### src/rtl/mem_wb_unit.sv
// MEM/WB pipeline stage: load alignment, write-back select,
// WB register bundle and retired-instruction counter.
module mem_wb_unit #(
    parameter int RETIRE_CNT_W = 32
) (
    input  logic                    CLK,
    input  logic                    RESET,
    input  logic                    INSTR_VALID_EXMEM,
    input  logic                    REG_WRITE_EN_EXMEM,
    input  logic [1:0]              WB_VALUE_SEL_EXMEM,
    input  logic                    MEM_READ_EN_EXMEM,
    input  logic [31:0]             PC_EXMEM,
    input  logic [31:0]             RESULT,
    input  logic [31:0]             READ_DATA,
    input  logic [2:0]              FUNC3_EXMEM,
    input  logic [4:0]              REG_WRITE_ADDR_EXMEM,
    input  logic                    MEM_BUSYWAIT,
    output logic                    REG_WRITE_EN_WB,
    output logic [4:0]              REG_WRITE_ADDR_WB,
    output logic                    MEM_READ_EN_WB,
    output logic [31:0]             WB_DATA,
    output logic                    WB_VALID,
    output logic [RETIRE_CNT_W-1:0] INSTR_RETIRED
);

    typedef struct packed {
        logic        we;
        logic [4:0]  rd;
        logic        mrd;
        logic [31:0] data;
        logic        valid;
    } wb_t;

    wb_t                    wb_q;
    logic [RETIRE_CNT_W-1:0] cnt_q;
    logic [7:0]             ld_byte;
    logic [15:0]            ld_half;
    logic [31:0]            ld_data;
    logic [31:0]            wb_val;
    logic                   wr_ok;

    // Pick the addressed byte and halfword lanes out of the read word.
    always_comb begin
        ld_byte = READ_DATA[7:0];
        unique case (RESULT[1:0])
            2'd0: ld_byte = READ_DATA[7:0];
            2'd1: ld_byte = READ_DATA[15:8];
            2'd2: ld_byte = READ_DATA[23:16];
            2'd3: ld_byte = READ_DATA[31:24];
            default: ld_byte = READ_DATA[7:0];
        endcase
        ld_half = RESULT[1] ? READ_DATA[31:16]
                            : READ_DATA[15:0];
    end

    // Extend the selected lane according to the load width/sign code.
    always_comb begin
        ld_data = READ_DATA;
        case (FUNC3_EXMEM)
            3'b000: ld_data = {{24{ld_byte[7]}}, ld_byte};
            3'b100: ld_data = {24'd0, ld_byte};
            3'b001: ld_data = {{16{ld_half[15]}}, ld_half};
            3'b101: ld_data = {16'd0, ld_half};
            default: ld_data = READ_DATA;
        endcase
    end

    // Choose the value written back to the register file.
    always_comb begin
        wb_val = RESULT;
        unique case (WB_VALUE_SEL_EXMEM)
            2'b00: wb_val = RESULT;
            2'b01: wb_val = ld_data;
            2'b10: wb_val = PC_EXMEM + 32'd4;
            2'b11: wb_val = RESULT;
            default: wb_val = RESULT;
        endcase
        wr_ok = INSTR_VALID_EXMEM
              & REG_WRITE_EN_EXMEM
              & (REG_WRITE_ADDR_EXMEM != 5'd0);
    end

    // WB register: capture when not stalled, bubble while stalled.
    always_ff @(posedge CLK or negedge RESET) begin
        if (!RESET) begin
            wb_q  <= '0;
            cnt_q <= '0;
        end else if (MEM_BUSYWAIT) begin
            wb_q.we    <= 1'b0;
            wb_q.mrd   <= 1'b0;
            wb_q.valid <= 1'b0;
        end else begin
            wb_q.we    <= wr_ok;
            wb_q.rd    <= REG_WRITE_ADDR_EXMEM;
            wb_q.mrd   <= INSTR_VALID_EXMEM
                        & MEM_READ_EN_EXMEM;
            wb_q.data  <= wb_val;
            wb_q.valid <= INSTR_VALID_EXMEM;
            if (INSTR_VALID_EXMEM)
                cnt_q <= cnt_q + 1'b1;
        end
    end

    assign REG_WRITE_EN_WB   = wb_q.we;
    assign REG_WRITE_ADDR_WB = wb_q.rd;
    assign MEM_READ_EN_WB    = wb_q.mrd;
    assign WB_DATA           = wb_q.data;
    assign WB_VALID          = wb_q.valid;
    assign INSTR_RETIRED     = cnt_q;

endmodule

### config.mk
export PLATFORM = sky130hd
export DESIGN_NAME = mem_wb_unit
export DESIGN_NICKNAME = d
export VERILOG_FILES = /design/src/rtl/mem_wb_unit.sv
export SDC_FILE = /design/constraint.sdc
export NUM_CORES = 1
export LEC_CHECK = 0
export CAP_MARGIN = 20
export CORE_ASPECT_RATIO = 1.4
export CORE_MARGIN = 2
export CORE_UTILIZATION = 48
export DETAILED_ROUTE_END_ITERATION = 6
export HOLD_SLACK_MARGIN = 0.12
export PLACE_DENSITY = 0.88
export SYNTH_ARGS = -nofsm -noshare
export SYNTH_HDL_FRONTEND = slang
export SYNTH_SLANG_ARGS = --single-unit
### constraint.sdc
create_clock -name CLK -period 3.57 [get_ports CLK]
set_input_delay 0.714 -clock CLK [delete_from_list [all_inputs] [get_ports CLK]]
set_output_delay 0.714 -clock CLK [all_outputs]
set_load 0.02 [all_outputs]
* After elaboration in Yosys (flattened, before gate mapping)
Index checks and enable logic that the tools add are counted.
Word-level totals: input bits 112, bits in registers 72
Operators by class: multiplexer cells 7, bitwise operators 4, reduce and logical (&&, ||, !) cells 6, equal/unequal tests 9, add/sub/neg operators 2
Operators by type and width (number):
- 32-bit case mux with 4 select lines | 1
- 32-bit case mux with 3 select lines | 1
- 32-bit by 1-bit adder with 32-bit output (second input constant) | 1
- 32-bit by 3-bit adder with 32-bit output (second input constant) | 1
- 8-bit case mux with 4 select lines | 1
- 16-bit 2-to-1 mux | 1
- 2-bit equality test (second input constant) | 4
- 3-bit equality test (second input constant) | 2
- 5-bit nonzero test | 1
- 2-bit by 1-bit equality test with 1-bit output (second input constant) | 2
- 2-bit zero test | 2
- 1-bit AND | 3
- 3-bit by 1-bit equality test with 1-bit output (second input constant) | 1
- 3-bit zero test | 1
- 1-bit 2-to-1 mux | 3
- 2-bit AND reduction | 1
- 2-bit OR reduction | 1
- 1-bit NOT | 1

* Depth between registers and ports, before layout
Gate-level depths: netlist (run 1).
depth after elaboration 4, mapped depth 9

* Worst setup path after synthesis (run 1)
No wires, ideal clock.
kind input to register, from input port RESULT[1], to register wb_q, in the netlist WB_DATA[20], arrival time 2238 ps, buffers on the path 2, library setup time 147 ps, stages on the path 6, data required time 3423 ps, slack 1184 ps, cell sequence clkbuf_1 mux4_2 or2_1 a21boi_2 buf_2 a222oi_1
Between the ends: longest elaborated chain between the ends 4, elaborated cells on any way between the ends 8, those cells by class eq/ne (3); mux (4); reduce/logical (1)
Ends and longest elaborated chain:
- from (decl) | line 13 | input logic [31:0] RESULT,
- 2-bit equality test, or another cell as far along | line 45 | unique case (RESULT[1:0])
- 8-bit case mux with 4 select lines | line 45
- 32-bit case mux with 4 select lines (*) | line 59 | case (FUNC3_EXMEM)
- 32-bit case mux with 3 select lines (*) | line 71 | unique case (WB_VALUE_SEL_EXMEM)
- to (decl) | line 34 | wb_t wb_q;
Mark *: on every way between the ends. The rest lies on a longest branch, timed or not. A chain may end at the register's enable or synchronous reset.

* Worst setup path after layout (run 1)
from input port RESULT[1], to register wb_q, in the netlist WB_DATA[19]
Same word-level chain as after synthesis.

==> flow_metrics.env, run 1 <==
export IMPL_netlist_instances=515
export IMPL_fp_dieArea_um2=10400
export IMPL_place_congestion=1.02
export IMPL_crit_chain="clkdlybuf4s50_1 -> mux4_2 -> or2_1 -> a21boi_2 -> buf_4 -> a221oi_1"
export IMPL_fin_crit_ns=2.70
export IMPL_grt_max_degree=37
export IMPL_slew_viol_final=0
export IMPL_post_cts_setup_buffer_count=0
export IMPL_yosysTopAreaCellShare=0.393
export IMPL_grt_pass1_wl_um=26800
export IMPL_tritoncts="done"
export IMPL_power_frac_seq=0.359
export IMPL_p_clk_frac=0.357
export IMPL_met3_usage=0.0729
export IMPL_fp_dieH_um=120
export IMPL_tightest_slew_ns=0.952
export IMPL_crit_slowest_cell="a21boi_2"
export IMPL_drive_gt1_frac=0.0815
export IMPL_grt_use_met2=0.581
export IMPL_p_comb_frac=0.284
export IMPL_grt_overflow=0
export IMPL_synth_top_family_by_area="simple AND/OR/NAND/NOR gates"
export IMPL_cts_sinks=72
export IMPL_final_core_util=0.735
export IMPL_synth_simple_area_share=0.235
export IMPL_antenna_found_initial=0
export IMPL_final_common_cell="clkdlybuf4s50_1"
export IMPL_die_x_um=86.6
export IMPL_track_usage=0.339
export IMPL_ys_seq_elements=72
export IMPL_fmax_mhz=370
export IMPL_cts_root_buf="clkbuf_16"
export IMPL_cellInternalPower_uw=1950
export IMPL_synth_fp_nets=631
export IMPL_net_switching_power_uw=827
export IMPL_hp_class="in2async"
export IMPL_numCtsBuffers=9
export IMPL_cp_data_arrival_time_ns=2.90
export IMPL_synth_fa_ha_area_frac=0.0109
export IMPL_worst_setup_path_type="in2reg"
export IMPL_ant_nets=0
export IMPL_fin_crit_sh=0.757
export IMPL_routed_via_count=5110
export IMPL_routed_wl_um=17500
export IMPL_layout_common_cells="clkdlybuf4s50_1, nand2_1, dfrtp_1"
export IMPL_holdWs_ns=0.336
export IMPL_slew_headroom=0.365
export IMPL_grt_pass1_vias=5170
export IMPL_grt_setup_unrepaired="false"
export IMPL_met1_usage=0.396
export IMPL_critPathMaxStageDelay_ns=0.54
export IMPL_fillers=691
export IMPL_ys_top_cells_by_area="dfrtp_1, nand2_1, a221oi_1"
export IMPL_tns_ns=0
export IMPL_peakVddDrop_mv=0.204
export IMPL_final_nets=810
export IMPL_drt_iter0_markers=503
export IMPL_clockBufferDepth=2
export IMPL_busiest_layer="met2"
export IMPL_syn_area_um2=4590
export IMPL_place_area_um2=6530
export IMPL_synth_edf_count=0
export IMPL_n_antenna_cell=0
export IMPL_holdBufCountCts=0
export IMPL_synth_area_mux_share=0.0265
export IMPL_synth_ff_type="dfrtp_1"
export IMPL_synth_compound_area_frac=0.205
export IMPL_stdcell_count=809
export IMPL_yosysWarnings=0
export IMPL_ys_types=60
export IMPL_maxCapViolCount=0
export IMPL_end_kind="flip-flop"
export IMPL_synth_xor_area_frac=0.0821
export IMPL_dp_cells=792
export IMPL_cts_reportedPaths_clkPinSlew_ns=0.05
export IMPL_dp_hpwl_um=13300
export IMPL_io_buffers=183
export IMPL_drcViolationCount=0
export IMPL_wl_per_cell_um=21.7
export IMPL_post_synth_cell_area_avg_um2=8.91
export IMPL_status="finished, final reports clean"
export IMPL_finalClockSkew_ns=0.00180
export IMPL_yosysTopAreaCell="dfrtp_1"
export IMPL_start_util=0.491
export IMPL_setup_viol=0
export IMPL_power_static_leakage_uw=0.00283
export IMPL_core_area_um2=9350
export IMPL_first_pass_iters=5
export IMPL_h_tree_depth=3
export IMPL_clkLatencyLatePin_ns=0.34
export IMPL_hold_viol_final=0
export IMPL_switching_share=0.298
export IMPL_start_kind="primary input"
export IMPL_row_count=42
export IMPL_worstPathRequired_ns=3.77
export IMPL_ys_async_sr_fraction=1.00
export IMPL_cts_repair_resized=0
export IMPL_io_pins=184
export IMPL_design_area_um2=6870
export IMPL_synth_seq_area_share=0.393
export IMPL_path_max_fanout=12
export IMPL_vias_per_cell=6.32
export IMPL_p_per_area_nw_per_um2=404
export IMPL_area_delta_synth_final_pct=49.8
final cells by class:
class,count,area [um^2],area share
Clock inverter,5,78.8,0.0115
Clock buffer,11,253,0.0368
Multi-Input combinational cell,388,2570,0.373
Tap cell,110,138,0.0200
Sequential cell,72,1800,0.262
Timing Repair Buffer,198,1940,0.283
Inverter,25,93.8,0.0137
power by group through the flow:
stage | clock network (uW) | registers (uW) | logic [uW]
4_1_cts | 998 | 992 | 781
6_report | 989 | 997 | 788
3_5_place_dp | 0 | 1000 | 774
3_3_place_gp | 0 | 999 | 766
2_1_floorplan | 0 | 1090 | 239
5_1_grt | 1030 | 1000 | 836
final timing paths:
| check | to | depth (start not counted) | from | slack [ns] |
|---|---|---|---|---|
| max | WB_DATA[19] | 6 | RESULT[1] | 0.87 |
| min | INSTR_RETIRED[23] | 1 | RESET | 0.34 |
| max reg2reg | INSTR_RETIRED[24] | 5 | INSTR_RETIRED[9] | 1.49 |
| min reg2reg | INSTR_RETIRED[31] | 1 | INSTR_RETIRED[31] | 0.47 |
| max in group asynchronous | WB_VALID | 2 | RESET | 2.49 |
| min in group CLK | INSTR_RETIRED[31] | 1 | INSTR_RETIRED[31] | 0.47 |
per-layer routing:
layer | vias to the layer above | wire [um]
met1 | 2395 | 6400
met3 | 63 | 1700
met4 | 0 | 809
met2 | 376 | 8640
li1 | 2276 | -
met5 | - | 0
per-stage QoR:
step,setup slack (ns),total power (uW)
floorplan,1.18,1330
global placement,0.578,1760
detailed placement,0.550,1780
CTS,0.891,2770
global route,0.767,2870
finish,0.868,2770
cell families (layout without fill, tap and decap cells):
kind of cell / after synthesis / after routing
mux: 10 / 10
fa+ha+maj: 4 / 4
compound gates: 129 / 129
simple gates: 202 / 202
buf+inv: 55 / 239
xor+xnor: 43 / 43
flops: 72 / 72
critical path, delay by kind of cell:
kind	cells	cell delay, ns
buffers and inverters	2	0.78
muxes	1	0.52
and+or+nand+nor	1	0.26
AOI/OAI and AO/OA	2	0.62
synthesized netlist by cell type, types with 4 or more instances:
cell type  count
inv_1         25
clkbuf_1      25
a222oi_1       8
xor2_1        14
mux2_2         7
a221oi_1      30
nor2_1        13
a21oi_1       30
a22o_1         5
o21ai_0        5
o21ai_1        6
nand3_1       18
nand2_1       76
dfrtp_1       72
nor4_1         7
and4_1         5
nor4_2         5
nand4_1       12
a31oi_1       15
ha_1           4
xnor2_1       29
and2_1         4
and3_1         7
nor3_1        16
o211ai_1       5
nand2b_1       8
nor2b_1       16
flip-flops by register name, indices dropped and copies added, names as in the netlist:
register           flops
REG_WRITE_EN_WB        1
REG_WRITE_ADDR_WB      5
WB_DATA               32
MEM_READ_EN_WB         1
WB_VALID               1
INSTR_RETIRED         32
Power figures use the tool's default switching activity.
==> run 2, diff against run 1 <==
--- a/config.mk
+++ b/config.mk
@@ -8,10 +8,10 @@
 export CAP_MARGIN = 20
 export CORE_ASPECT_RATIO = 1.4
 export CORE_MARGIN = 2
-export CORE_UTILIZATION = 48
+export CORE_UTILIZATION = 44
 export DETAILED_ROUTE_END_ITERATION = 6
 export HOLD_SLACK_MARGIN = 0.12
-export PLACE_DENSITY = 0.88
+export PLACE_DENSITY = 0.81
 export SYNTH_ARGS = -nofsm -noshare
 export SYNTH_HDL_FRONTEND = slang
 export SYNTH_SLANG_ARGS = --single-unit
==> constraint.sdc (replaced) <==
create_clock -name CLK -period 2.75 [get_ports CLK]
set_input_delay 0.55 -clock CLK [delete_from_list [all_inputs] [get_ports CLK]]
set_output_delay 0.55 -clock CLK [all_outputs]
set_load 0.02 [all_outputs]
==> run 2 against run 1 <==
Effect of this change:
- die area increased by 8.7%
- hold slack worse by 0.16 ns
- first-iteration DRC count shrank 8.5%
- core utilization fell by 5.0 points
- critical path type unchanged
==> flow_metrics.env, run 2 (synthesis results as in run 1) <==
export IMPL_track_usage=0.324
export IMPL_routed_wl_um=18300
export IMPL_r2r_end="INSTR_RETIRED[30]"
export IMPL_post_cts_setup_buffer_count=0
export IMPL_die_x_um=90.3
export IMPL_path_max_fanout=6
export IMPL_wl_per_cell_um=21.5
export IMPL_holdBufCountCts=0
export IMPL_status="finished, final reports clean"
export IMPL_ant_nets=0
export IMPL_slew_headroom=0.561
export IMPL_clockBufferDepth=2
export IMPL_final_core_util=0.685
export IMPL_crit_start="PC_EXMEM[4]"
export IMPL_worstPathRequired_ns=2.98
export IMPL_row_count=44
export IMPL_h_tree_depth=3
export IMPL_peakVddDrop_mv=0.271
export IMPL_cts_reportedPaths_clkPinSlew_ns=0.06
export IMPL_place_congestion=0.988
export IMPL_r2r_cells=5
export IMPL_grt_setup_unrepaired="false"
export IMPL_finalClockSkew_ns=0.00268
export IMPL_power_static_leakage_uw=0.00289
export IMPL_cts_repair_resized=0
export IMPL_core_area_um2=10200
export IMPL_fillers=807
export IMPL_grt_pass1_vias=5140
export IMPL_cp_data_arrival_time_ns=2.69
export IMPL_fin_crit_sh=0.894
export IMPL_setup_viol=0
export IMPL_r2r_start="INSTR_RETIRED[9]"
export IMPL_area_delta_synth_final_pct=52.8
export IMPL_drt_iter0_markers=460
export IMPL_vias_per_cell=5.96
export IMPL_tns_ns=0
export IMPL_tritoncts="done"
export IMPL_total_power_uw=3560
export IMPL_hold_viol_final=0
export IMPL_slew_viol_final=0
export IMPL_hp_class="in2async"
export IMPL_rrSetupSlack_ns=0.68
export IMPL_maxCapViolCount=0
export IMPL_final_nets=823
export IMPL_io_pins=184
export IMPL_cts_sinks=72
export IMPL_grt_overflow=0
export IMPL_antenna_found_initial=0
export IMPL_end_kind="flip-flop"
export IMPL_n_antenna_cell=0
export IMPL_layout_common_cells="clkdlybuf4s50_1, nand2_1, dfrtp_1"
export IMPL_numCtsBuffers=9
export IMPL_routed_via_count=5070
export IMPL_cts_root_buf="clkbuf_16"
export IMPL_p_per_area_nw_per_um2=507
export IMPL_drive_gt1_frac=0.0969
export IMPL_pre_cts_slack_ns=-0.0180
export IMPL_final_common_cell="clkdlybuf4s50_1"
export IMPL_clkLatencyLatePin_ns=0.34
export IMPL_critPathCapture="WB_DATA[23]"
export IMPL_dp_hpwl_um=14400
export IMPL_multi_input_area_um2=2570
export IMPL_drcViolationCount=0
export IMPL_grt_pass1_wl_um=28400
export IMPL_grt_max_degree=53
export IMPL_fin_ws_ns=0.292
export IMPL_io_buffers=183
export IMPL_start_kind="primary input"
export IMPL_seq_area_um2=1800
export IMPL_tightest_slew_ns=0.653
export IMPL_worst_setup_path_type="in2reg"
export IMPL_fmax_mhz=407
export IMPL_fp_dieArea_um2=11300
export IMPL_start_util=0.448
export IMPL_fp_dieH_um=125
export IMPL_first_pass_iters=7
export IMPL_fin_crit_ns=2.46
-- run 2: cell count changes in the layout (fill, tap and decap cells not counted), sizes merged --
cell,change
bufinv,-1
buf,+13
clkbuf,+1
-- run 2: how the worst min path moves through the flow --
stage	from	endpoint	slack, ns	cells after the start
floorplan	RESET	INSTR_RETIRED[0]	0.25	0
global placement	INSTR_RETIRED[31]	INSTR_RETIRED[31]	0.46	1
detailed placement	WB_DATA[6]	WB_DATA[6]	0.48	2
CTS	RESET	INSTR_RETIRED[31]	0.19	1
global route	RESET	INSTR_RETIRED[23]	0.22	1
finish	RESET	INSTR_RETIRED[31]	0.17	1
-- run 2: worst max-delay path: stages --
cell and delay, ns:
clkdlybuf4s50_1 0.55, nand3_1 0.27, buf_4 0.24, nor4_1 0.27, buf_4 0.20, and2_1 0.19
a21oi_1 0.11, a221oi_1 0.30
-- run 2: layout make-up --
class,instances,area share
clock buffer,12,0.0366
clock inverter,4,0.00749
inverter,25,0.0134
multi-input combinational,388,0.366
sequential,72,0.257
tap,138,0.0246
timing repair buffer,211,0.295
-- run 2: power breakdown --
| part | leakage, uW | switching (uW) | total [uW] | internal [uW] |
|---|---|---|---|---|
| combinational | 0.00183 | 526 | 1050 | 524 |
| clock | 0.000153 | 461 | 1210 | 754 |
| sequential | 0.000910 | 115 | 1290 | 1180 |
| total | 0.00289 | 1100 | 3560 | 2450 |
-- run 2: per-layer routing --
metal,track usage,part of all wire
met5,0,0
met4,0.130,0.038
met3,0.0581,0.089
met2,0.541,0.49
met1,0.415,0.38
-- run 2: stage by stage --
step / cells / hold WS (ns) / cell area (um^2)
floorplan: 515 / 0.254 / 4590
global route: 850 / 0.216 / 7010
global placement: 834 / 0.463 / 6700
detailed placement: 834 / 0.477 / 6700
finish: 850 / 0.175 / 7010
CTS: 850 / 0.187 / 7010
